--- src/rtl/mole_link_pkg.sv ---
// Shared constants, link state encoding and byte classification for the
// host side of the whack-a-mole serial link.
package mole_link_pkg;

    localparam logic [7:0] CMD_START  = 8'h53;  // 'S'
    localparam logic [7:0] CMD_HIT    = 8'h48;  // 'H', also the hit-confirm event
    localparam logic [7:0] EVT_OVER   = 8'h52;  // 'R'
    localparam logic [7:0] EVT_DIGIT0 = 8'h30;  // '0'

    localparam int NUM_MOLES = 5;

    localparam logic [7:0] EVT_DIGIT_LAST = EVT_DIGIT0 + 8'(NUM_MOLES - 1);

    typedef enum logic [1:0] {
        LINK_IDLE    = 2'd0,
        LINK_ARMED   = 2'd1,
        LINK_PLAYING = 2'd2,
        LINK_OVER    = 2'd3
    } link_state_e;

    function automatic logic is_mole_digit(input logic [7:0] b);
        return (b >= EVT_DIGIT0) && (b <= EVT_DIGIT_LAST);
    endfunction

endpackage

--- src/rtl/mole_link_if.sv ---
// UART-side byte handshake between the link host (master) and the
// uart_rx/uart_tx pair (slave).
interface mole_link_if;
    logic [7:0] rx_data;
    logic       rx_ready;
    logic       tx_busy;
    logic       tx_start;
    logic [7:0] tx_data;

    modport master (
        input  rx_data,
        input  rx_ready,
        input  tx_busy,
        output tx_start,
        output tx_data
    );

    modport slave (
        output rx_data,
        output rx_ready,
        output tx_busy,
        input  tx_start,
        input  tx_data
    );
endinterface

--- src/rtl/mole_link_fifo.sv ---
// Synchronous 8-bit command FIFO with registered read data; the read word
// is held until the next pop so it can drive tx_data directly.
module mole_link_fifo #(
    parameter int DEPTH = 4
) (
    input  logic       clock,
    input  logic       reset,
    input  logic       wr_en_i,
    input  logic [7:0] wr_data_i,
    input  logic       rd_en_i,
    output logic [7:0] rd_data_o,
    output logic       full_o,
    output logic       empty_o
);
    localparam int AW = $clog2(DEPTH);

    logic [7:0]  mem_q [DEPTH];
    logic [AW:0] wr_ptr_q;
    logic [AW:0] rd_ptr_q;
    logic [7:0]  rd_data_q;
    logic        do_wr;
    logic        do_rd;

    assign do_wr = wr_en_i && !full_o;
    assign do_rd = rd_en_i && !empty_o;

    always_ff @(posedge clock) begin
        if (do_wr) begin
            mem_q[wr_ptr_q[AW-1:0]] <= wr_data_i;
        end
    end

    always_ff @(posedge clock) begin
        if (reset) begin
            wr_ptr_q  <= '0;
            rd_ptr_q  <= '0;
            rd_data_q <= '0;
        end else begin
            if (do_wr) begin
                wr_ptr_q <= wr_ptr_q + 1'b1;
            end
            if (do_rd) begin
                rd_data_q <= mem_q[rd_ptr_q[AW-1:0]];
                rd_ptr_q  <= rd_ptr_q + 1'b1;
            end
        end
    end

    // Extra pointer bit distinguishes full from empty when the indices match.
    assign empty_o   = (wr_ptr_q == rd_ptr_q);
    assign full_o    = (wr_ptr_q[AW] != rd_ptr_q[AW]) &&
                       (wr_ptr_q[AW-1:0] == rd_ptr_q[AW-1:0]);
    assign rd_data_o = rd_data_q;

endmodule

--- src/rtl/mole_link_host.sv ---
// Host endpoint of the whack-a-mole link: decodes board events, tracks the
// game state, queues 'S'/'H' commands and paces them into uart_tx.
module mole_link_host
    import mole_link_pkg::*;
#(
    parameter int TIMEOUT_CYCLES = 200_000_000,
    parameter int FIFO_DEPTH     = 4
) (
    input  logic        clock,
    input  logic        reset,
    mole_link_if.master link,
    input  logic        start_req,
    input  logic        click_valid,
    input  logic [2:0]  click_index,
    output logic [2:0]  mole_index,
    output logic        mole_valid,
    output logic [1:0]  link_state,
    output logic [7:0]  hit_count,
    output logic [7:0]  miss_count,
    output logic        link_timeout,
    output logic        proto_error
);
    localparam int             WDW      = $clog2(TIMEOUT_CYCLES + 1);
    localparam logic [WDW-1:0] WD_LIMIT = WDW'(TIMEOUT_CYCLES);

    link_state_e    state_q, state_d;
    logic [2:0]     mole_index_q, mole_index_d;
    logic           mole_valid_q, mole_valid_d;
    logic [7:0]     hit_q, hit_d;
    logic [7:0]     miss_q, miss_d;
    logic           timeout_q, timeout_d;
    logic           perr_q, perr_d;
    logic [WDW-1:0] wd_q, wd_d;
    logic           tx_start_q, tx_start_d;

    logic           rx_digit;
    logic           rx_hit;
    logic           enq_valid;
    logic [7:0]     enq_data;
    logic           fifo_full;
    logic           fifo_empty;

    mole_link_fifo #(.DEPTH(FIFO_DEPTH)) u_fifo (
        .clock     (clock),
        .reset     (reset),
        .wr_en_i   (enq_valid),
        .wr_data_i (enq_data),
        .rd_en_i   (tx_start_d),
        .rd_data_o (link.tx_data),
        .full_o    (fifo_full),
        .empty_o   (fifo_empty)
    );

    assign rx_digit = link.rx_ready && is_mole_digit(link.rx_data);
    assign rx_hit   = link.rx_ready && (link.rx_data == CMD_HIT);

    always_comb begin
        state_d      = state_q;
        mole_index_d = mole_index_q;
        mole_valid_d = mole_valid_q;
        hit_d        = hit_q;
        miss_d       = miss_q;
        timeout_d    = timeout_q;
        perr_d       = perr_q;
        wd_d         = wd_q;
        enq_valid    = 1'b0;
        enq_data     = CMD_START;

        if (link.rx_ready) begin
            if (rx_digit) begin
                mole_index_d = 3'(link.rx_data - EVT_DIGIT0);
                mole_valid_d = 1'b1;
                if (state_q == LINK_IDLE || state_q == LINK_ARMED) begin
                    state_d = LINK_PLAYING;
                end
            end else if (rx_hit) begin
                if (state_q == LINK_PLAYING && hit_q != 8'hFF) begin
                    hit_d = hit_q + 8'd1;
                end
            end else if (link.rx_data == EVT_OVER) begin
                if (state_q == LINK_PLAYING) begin
                    state_d      = LINK_OVER;
                    mole_valid_d = 1'b0;
                end
            end else begin
                perr_d = 1'b1;
            end
        end

        // Clicks judge against the mole shown before this cycle's RX update.
        if (click_valid && state_q == LINK_PLAYING && mole_valid_q) begin
            if (click_index == mole_index_q) begin
                enq_valid = 1'b1;
                enq_data  = CMD_HIT;
            end else if (miss_q != 8'hFF) begin
                miss_d = miss_q + 8'd1;
            end
        end

        if (start_req && (state_q == LINK_IDLE || state_q == LINK_OVER)) begin
            enq_valid = 1'b1;
            enq_data  = CMD_START;
            hit_d     = 8'd0;
            miss_d    = 8'd0;
            timeout_d = 1'b0;
            state_d   = LINK_ARMED;
        end

        if (enq_valid && fifo_full) begin
            perr_d = 1'b1;
        end

        if (state_q == LINK_PLAYING && state_d == LINK_PLAYING) begin
            if (rx_digit || rx_hit) begin
                wd_d = '0;
            end else if (wd_q != WD_LIMIT) begin
                wd_d = wd_q + 1'b1;
            end
        end else begin
            wd_d = '0;
        end
        if (wd_d == WD_LIMIT) begin
            timeout_d = 1'b1;
        end

        // Skipping the cycle after a strobe covers uart_tx raising tx_busy.
        tx_start_d = !fifo_empty && !link.tx_busy && !tx_start_q;
    end

    always_ff @(posedge clock) begin
        if (reset) begin
            state_q      <= LINK_IDLE;
            mole_index_q <= 3'd0;
            mole_valid_q <= 1'b0;
            hit_q        <= 8'd0;
            miss_q       <= 8'd0;
            timeout_q    <= 1'b0;
            perr_q       <= 1'b0;
            wd_q         <= '0;
            tx_start_q   <= 1'b0;
        end else begin
            state_q      <= state_d;
            mole_index_q <= mole_index_d;
            mole_valid_q <= mole_valid_d;
            hit_q        <= hit_d;
            miss_q       <= miss_d;
            timeout_q    <= timeout_d;
            perr_q       <= perr_d;
            wd_q         <= wd_d;
            tx_start_q   <= tx_start_d;
        end
    end

    assign link.tx_start = tx_start_q;
    assign mole_index    = mole_index_q;
    assign mole_valid    = mole_valid_q;
    assign link_state    = state_q;
    assign hit_count     = hit_q;
    assign miss_count    = miss_q;
    assign link_timeout  = timeout_q;
    assign proto_error   = perr_q;

endmodule
--- src/flat_wrapper.sv ---
// flat-port wrapper written by rule: the top's interface ports become plain ports
module mole_link_host_flat import mole_link_pkg::*;
#(
    parameter int TIMEOUT_CYCLES = 200_000_000,
    parameter int FIFO_DEPTH     = 4
)
  (clock, reset, start_req, click_valid, click_index, mole_index, mole_valid, link_state, hit_count, miss_count, link_timeout, proto_error, link_rx_data, link_rx_ready, link_tx_busy, link_tx_start, link_tx_data);
  mole_link_if link_i ();
  input  logic clock;
  input  logic reset;
  input  logic start_req;
  input  logic click_valid;
  input  logic [2:0] click_index;
  output logic [2:0] mole_index;
  output logic mole_valid;
  output logic [1:0] link_state;
  output logic [7:0] hit_count;
  output logic [7:0] miss_count;
  output logic link_timeout;
  output logic proto_error;
  input wire logic [$bits(link_i.rx_data)-1:0] link_rx_data;
  input wire logic [$bits(link_i.rx_ready)-1:0] link_rx_ready;
  input wire logic [$bits(link_i.tx_busy)-1:0] link_tx_busy;
  output wire logic [$bits(link_i.tx_start)-1:0] link_tx_start;
  output wire logic [$bits(link_i.tx_data)-1:0] link_tx_data;
  assign link_i.rx_data = link_rx_data;
  assign link_i.rx_ready = link_rx_ready;
  assign link_i.tx_busy = link_tx_busy;
  assign link_tx_start = link_i.tx_start;
  assign link_tx_data = link_i.tx_data;
  mole_link_host #(.TIMEOUT_CYCLES(TIMEOUT_CYCLES), .FIFO_DEPTH(FIFO_DEPTH)) u_core (.clock(clock), .reset(reset), .link(link_i), .start_req(start_req), .click_valid(click_valid), .click_index(click_index), .mole_index(mole_index), .mole_valid(mole_valid), .link_state(link_state), .hit_count(hit_count), .miss_count(miss_count), .link_timeout(link_timeout), .proto_error(proto_error));
endmodule
--- config.mk ---
export PLATFORM = sky130hd
export DESIGN_NAME = mole_link_host_flat
export DESIGN_NICKNAME = d
export VERILOG_FILES = /design/src/rtl/mole_link_pkg.sv /design/src/rtl/mole_link_if.sv /design/src/rtl/mole_link_fifo.sv /design/src/rtl/mole_link_host.sv /design/src/flat_wrapper.sv
export SDC_FILE = /design/constraint.sdc
export NUM_CORES = 1
export LEC_CHECK = 0
export BUFFER_PORTS_ARGS = -buffer_cell sky130_fd_sc_hd__buf_4
export CAP_MARGIN = 0
export CORE_MARGIN = 1.5
export CORE_UTILIZATION = 38
export DETAILED_ROUTE_END_ITERATION = 6
export GPL_TIMING_DRIVEN = 0
export PLACE_DENSITY = 0.62
export SKIP_CTS_REPAIR_TIMING = 1
export SLEW_MARGIN = 20
export SYNTH_ARGS = -nofsm -noshare
export SYNTH_HDL_FRONTEND = slang
export SYNTH_SLANG_ARGS = --single-unit
--- constraint.sdc ---
create_clock -name clock -period 3.21 [get_ports clock]
set_input_delay 0.321 -clock clock [delete_from_list [all_inputs] [get_ports clock]]
set_output_delay 0.321 -clock clock [all_outputs]
set_load 0.05 [all_outputs]
==> impl_metrics.ini <==
[run_status]
run_status = complete, no violations

[routing]
post-route-drc-count = 0
dr.pass1.iters = 4
routed-via-count = 3000
post_drt_wl_per_cell_um = 12.5
drtAntennaViolNets = 0
vias_per_cell = 4.95
route.final.wire_length_um = 7590
number_of_design_rule_violations_left_by_the_first_detailed_router_iteration = 103

[critical_path]
slowest_stage = sky130_fd_sc_hd__or4b_1
setup.reg_to_reg.worst_slack_ns = 0.23
timing.critical_path.fanout_max = 8
kind_of_launch_point_of_the_worst_setup_path = register
critical_path_required_ns = 3.49
worst_setup_path_end_kind = register
worst_ep_arrival_time_ns = 3.26
critical_path.cell_chain = ha_1 > xor2_1 > nor3_1 > o2111ai_1 > or4b_1 > or4_1 > or4b_1 > o22ai_2
critical-path-top-cell-by-count = sky130_fd_sc_hd__or4b_1
critPathKind = register to register
worstRegToRegCells = 8
worstReg2RegStart = u_core.wd_q[1]$_SDFF_PP0_
r2r_end = u_core.link_timeout$_SDFFE_PP0P_
critical-path-max-stage-delay_ns = 0.55

[synth]
post_synth_main_area_contributors = sky130_fd_sc_hd__dfxtp_1, sky130_fd_sc_hd__nor2_1, sky130_fd_sc_hd__xor2_1, sky130_fd_sc_hd__edfxtp_1, sky130_fd_sc_hd__xnor2_1
ys_warn_count = 0
synth_enable_flop_cells = 8
syn_area_per_cell_um2 = 8.92
syn-instance-count = 414
yosys_register_bits = 70
yosysTopAreaCell = sky130_fd_sc_hd__dfxtp_1
synth_flop_cell = sky130_fd_sc_hd__dfxtp_1
post_synth_instance_area_um2 = 3690
synthDominantCellAreaShare_pct = 33.6
netlist-cell-type-count = 51
synth_async_sr_flop_share_pct = 0
synth_sequential_area_ratio_pct = 40.1
most_common_cell_in_the_synthesized_netlist = sky130_fd_sc_hd__nor2_1
yosys-top-cells-count = sky130_fd_sc_hd__nor2_1, sky130_fd_sc_hd__dfxtp_1, sky130_fd_sc_hd__xor2_1, sky130_fd_sc_hd__xnor2_1

[global_route]
wire_length_of_the_first_global_routing_pass_um = 12700
gr-total-overflow = 0
maximum_number_of_pins_on_one_net_before_global_route_repair = 16
global_route_usage_over_all_layers_pct = 15.5
antenna_found_initial = 0
grt_pass1_vias = 2740

[worst_hold_path]
number_of_cells_traversed_by_the_worst_hold_path = 3
hold_path_end = u_core.mole_index[0]$_SDFFE_PP0P_
min_path_type = input pin to register
worstHoldStart = link_rx_data[0]

[place]
dp_cells = 590
place.gp.congestion = 0.853
detailed_place_hpwl_um = 5730
io_buffers = 45

[layout]
layout-drive-gt1-share_pct = 17.0
finalNonFillerCells = 606
final.fill_count = 920
n_antenna_cell = 0
area_growth_pct = 18.8
final_nets = 503

[floorplanning]
floorplan.core_area_um2 = 9330
floorplan.rows = 35
fp.dieH_um = 102
floorplan.die_area_um2 = 10300
design.portCount = 50
initial_core_utilization_pct = 39.6
floorplan.die.width_um = 102

[sta]
grt_setup_unrepaired = no
worst-slew-pin-transition_ns = 0.872
timing.fmax_mhz = 336
total_count_of_max_transition_violations_in_the_final_report = 0
post-route-period-util_pct = 92.7
period_needed_ns = 2.98
tns_ns = 0
hold_viol = 0
slew_headroom_pct = 41.1
setup_violations = 0
timing.clock.skew_ns = 0.00807
hold_slack_ns = 0.221

[clock_tree]
cts_tree = done
cts_made_buffers = 9
ctsLongestPathBuffers = 2
clock-sinks = 70
cts_max_level = 3
clk_pin_slew_ns = 0.09
root_buffer = sky130_fd_sc_hd__clkbuf_8
clk_latency_ns = 0.35

[pwr]
pwr_dens_nw_per_um2 = 423
total_leakage_power_nw = 1.68
fin_total_pwr_mw = 1.86
vdd_ir_drop_max_mv = 0.260

[flow_run]
max_cap_violations = 0
[worst max-delay path by stage]
stage	cells past startpoint	startpoint	to	slack, ns
CTS	8	u_core.wd_q[1]$_SDFF_PP0_	u_core.link_timeout$_SDFFE_PP0P_	0.23
finish	8	u_core.wd_q[1]$_SDFF_PP0_	u_core.link_timeout$_SDFFE_PP0P_	0.23
global route	8	u_core.wd_q[1]$_SDFF_PP0_	u_core.link_timeout$_SDFFE_PP0P_	0.02
global placement	8	link_rx_data[2]	u_core.link_timeout$_SDFFE_PP0P_	0.17
detailed placement	8	link_rx_data[2]	u_core.link_timeout$_SDFFE_PP0P_	0.17
floorplan	8	u_core.wd_q[1]$_SDFF_PP0_	u_core.link_timeout$_SDFFE_PP0P_	0.56
[routing by layer]
metal  part of all wire [%]  global-route usage, %  vias up
met4                    1.4                   4.59        0
met1                     49                   19.9     1386
met3                    4.4                   4.14       12
met5                      0                      0        -
li1                       -                      -     1544
met2                     46                   25.4       58
[power breakdown]
| group | leakage (nW) | total [mW] | internal [mW] | switching, mW |
|---|---|---|---|---|
| logic | 1.01 | 0.245 | 0.0981 | 0.146 |
| clock network | 0.0927 | 0.680 | 0.296 | 0.383 |
| registers | 0.580 | 0.933 | 0.908 | 0.0252 |
[sequential cells by signal (all words and copies together), names as in the netlist]
name	count
u_core.mole_valid	1
u_core.link.tx_start	1
u_core.u_fifo.rd_data_o	3
u_core.miss_count	8
u_core.link_timeout	1
u_core.link_state	2
u_core.u_fifo.mem_q	8
u_core.u_fifo.wr_ptr_q	3
u_core.wd_q	28
u_core.mole_index	3
u_core.hit_count	8
u_core.proto_error	1
u_core.u_fifo.rd_ptr_q	3
[worst max-delay path, delay by kind of cell, from the launching register on]
| kind | cells | cell delay (ns) |
|---|---|---|
| AO/OA/AOI/OAI | 2 | 0.24 |
| flip-flops | 1 | 0.49 |
| XOR/XNOR | 1 | 0.09 |
| adder cells (fa/ha/maj) | 1 | 0.34 |
| AND/OR/NAND/NOR | 4 | 1.75 |
[placed cells by master (no fill, tap or decap), types with 4 or more instances in the layout]
cell | Yosys | final
sky130_fd_sc_hd__clkbuf_1 | 10 | 10
sky130_fd_sc_hd__ha_1 | 14 | 14
sky130_fd_sc_hd__mux2i_1 | 10 | 10
sky130_fd_sc_hd__a21oi_1 | 8 | 8
sky130_fd_sc_hd__and2_1 | 5 | 5
sky130_fd_sc_hd__and4_1 | 8 | 8
sky130_fd_sc_hd__inv_1 | 14 | 14
sky130_fd_sc_hd__nor3_1 | 10 | 10
sky130_fd_sc_hd__and3_1 | 9 | 9
sky130_fd_sc_hd__nand2_1 | 20 | 20
sky130_fd_sc_hd__buf_2 | 8 | 8
sky130_fd_sc_hd__a31oi_1 | 5 | 5
sky130_fd_sc_hd__xor2_1 | 28 | 28
sky130_fd_sc_hd__nor2b_1 | 7 | 7
sky130_fd_sc_hd__clkbuf_8 | 0 | 9
sky130_fd_sc_hd__nand3_1 | 20 | 20
sky130_fd_sc_hd__o21ai_0 | 6 | 6
sky130_fd_sc_hd__edfxtp_1 | 8 | 8
sky130_fd_sc_hd__nand4_1 | 20 | 20
sky130_fd_sc_hd__dfxtp_1 | 62 | 62
sky130_fd_sc_hd__xnor2_1 | 25 | 25
sky130_fd_sc_hd__nor2_1 | 70 | 70
sky130_fd_sc_hd__nor4b_1 | 4 | 4
sky130_fd_sc_hd__buf_4 | 5 | 50
[kinds of logic after synthesis]
group | count (synthesis) | share of synthesized area (%)
AOI/OAI and AO/OA | 30 | 5.32
xor gates and xnor gates | 53 | 12.6
adders and majority gates | 15 | 5.02
buffers and inverters | 38 | 4.64
DFF | 70 | 40.1
muxes | 12 | 3.93
other | 1 | 0.102
and+or+nand+nor | 195 | 28.3
[layout make-up]
cell class / instances / area, um2 / share of cell area [%]
flip-flops and latches: 70 / 1480 / 33.8
clock buffers: 9 / 124 / 2.82
clock inverters: 7 / 62.6 / 1.43
well taps: 129 / 161 / 3.68
repair buffers: 45 / 338 / 7.70
plain buffers: 24 / 119 / 2.71
multi-input cells: 308 / 2050 / 46.7
inverters: 14 / 52.6 / 1.20
[metrics by stage]
step                util, %  area, um2  setup WS [ns]
finish                 47.0       4390          0.233
global route           47.0       4390         0.0159
CTS                    47.0       4390          0.228
detailed placement     45.0       4200          0.172
global placement       45.0       4200          0.173
floorplan                 -       3700          0.562
No activity file was read; power rests on OpenSTA's default activity.
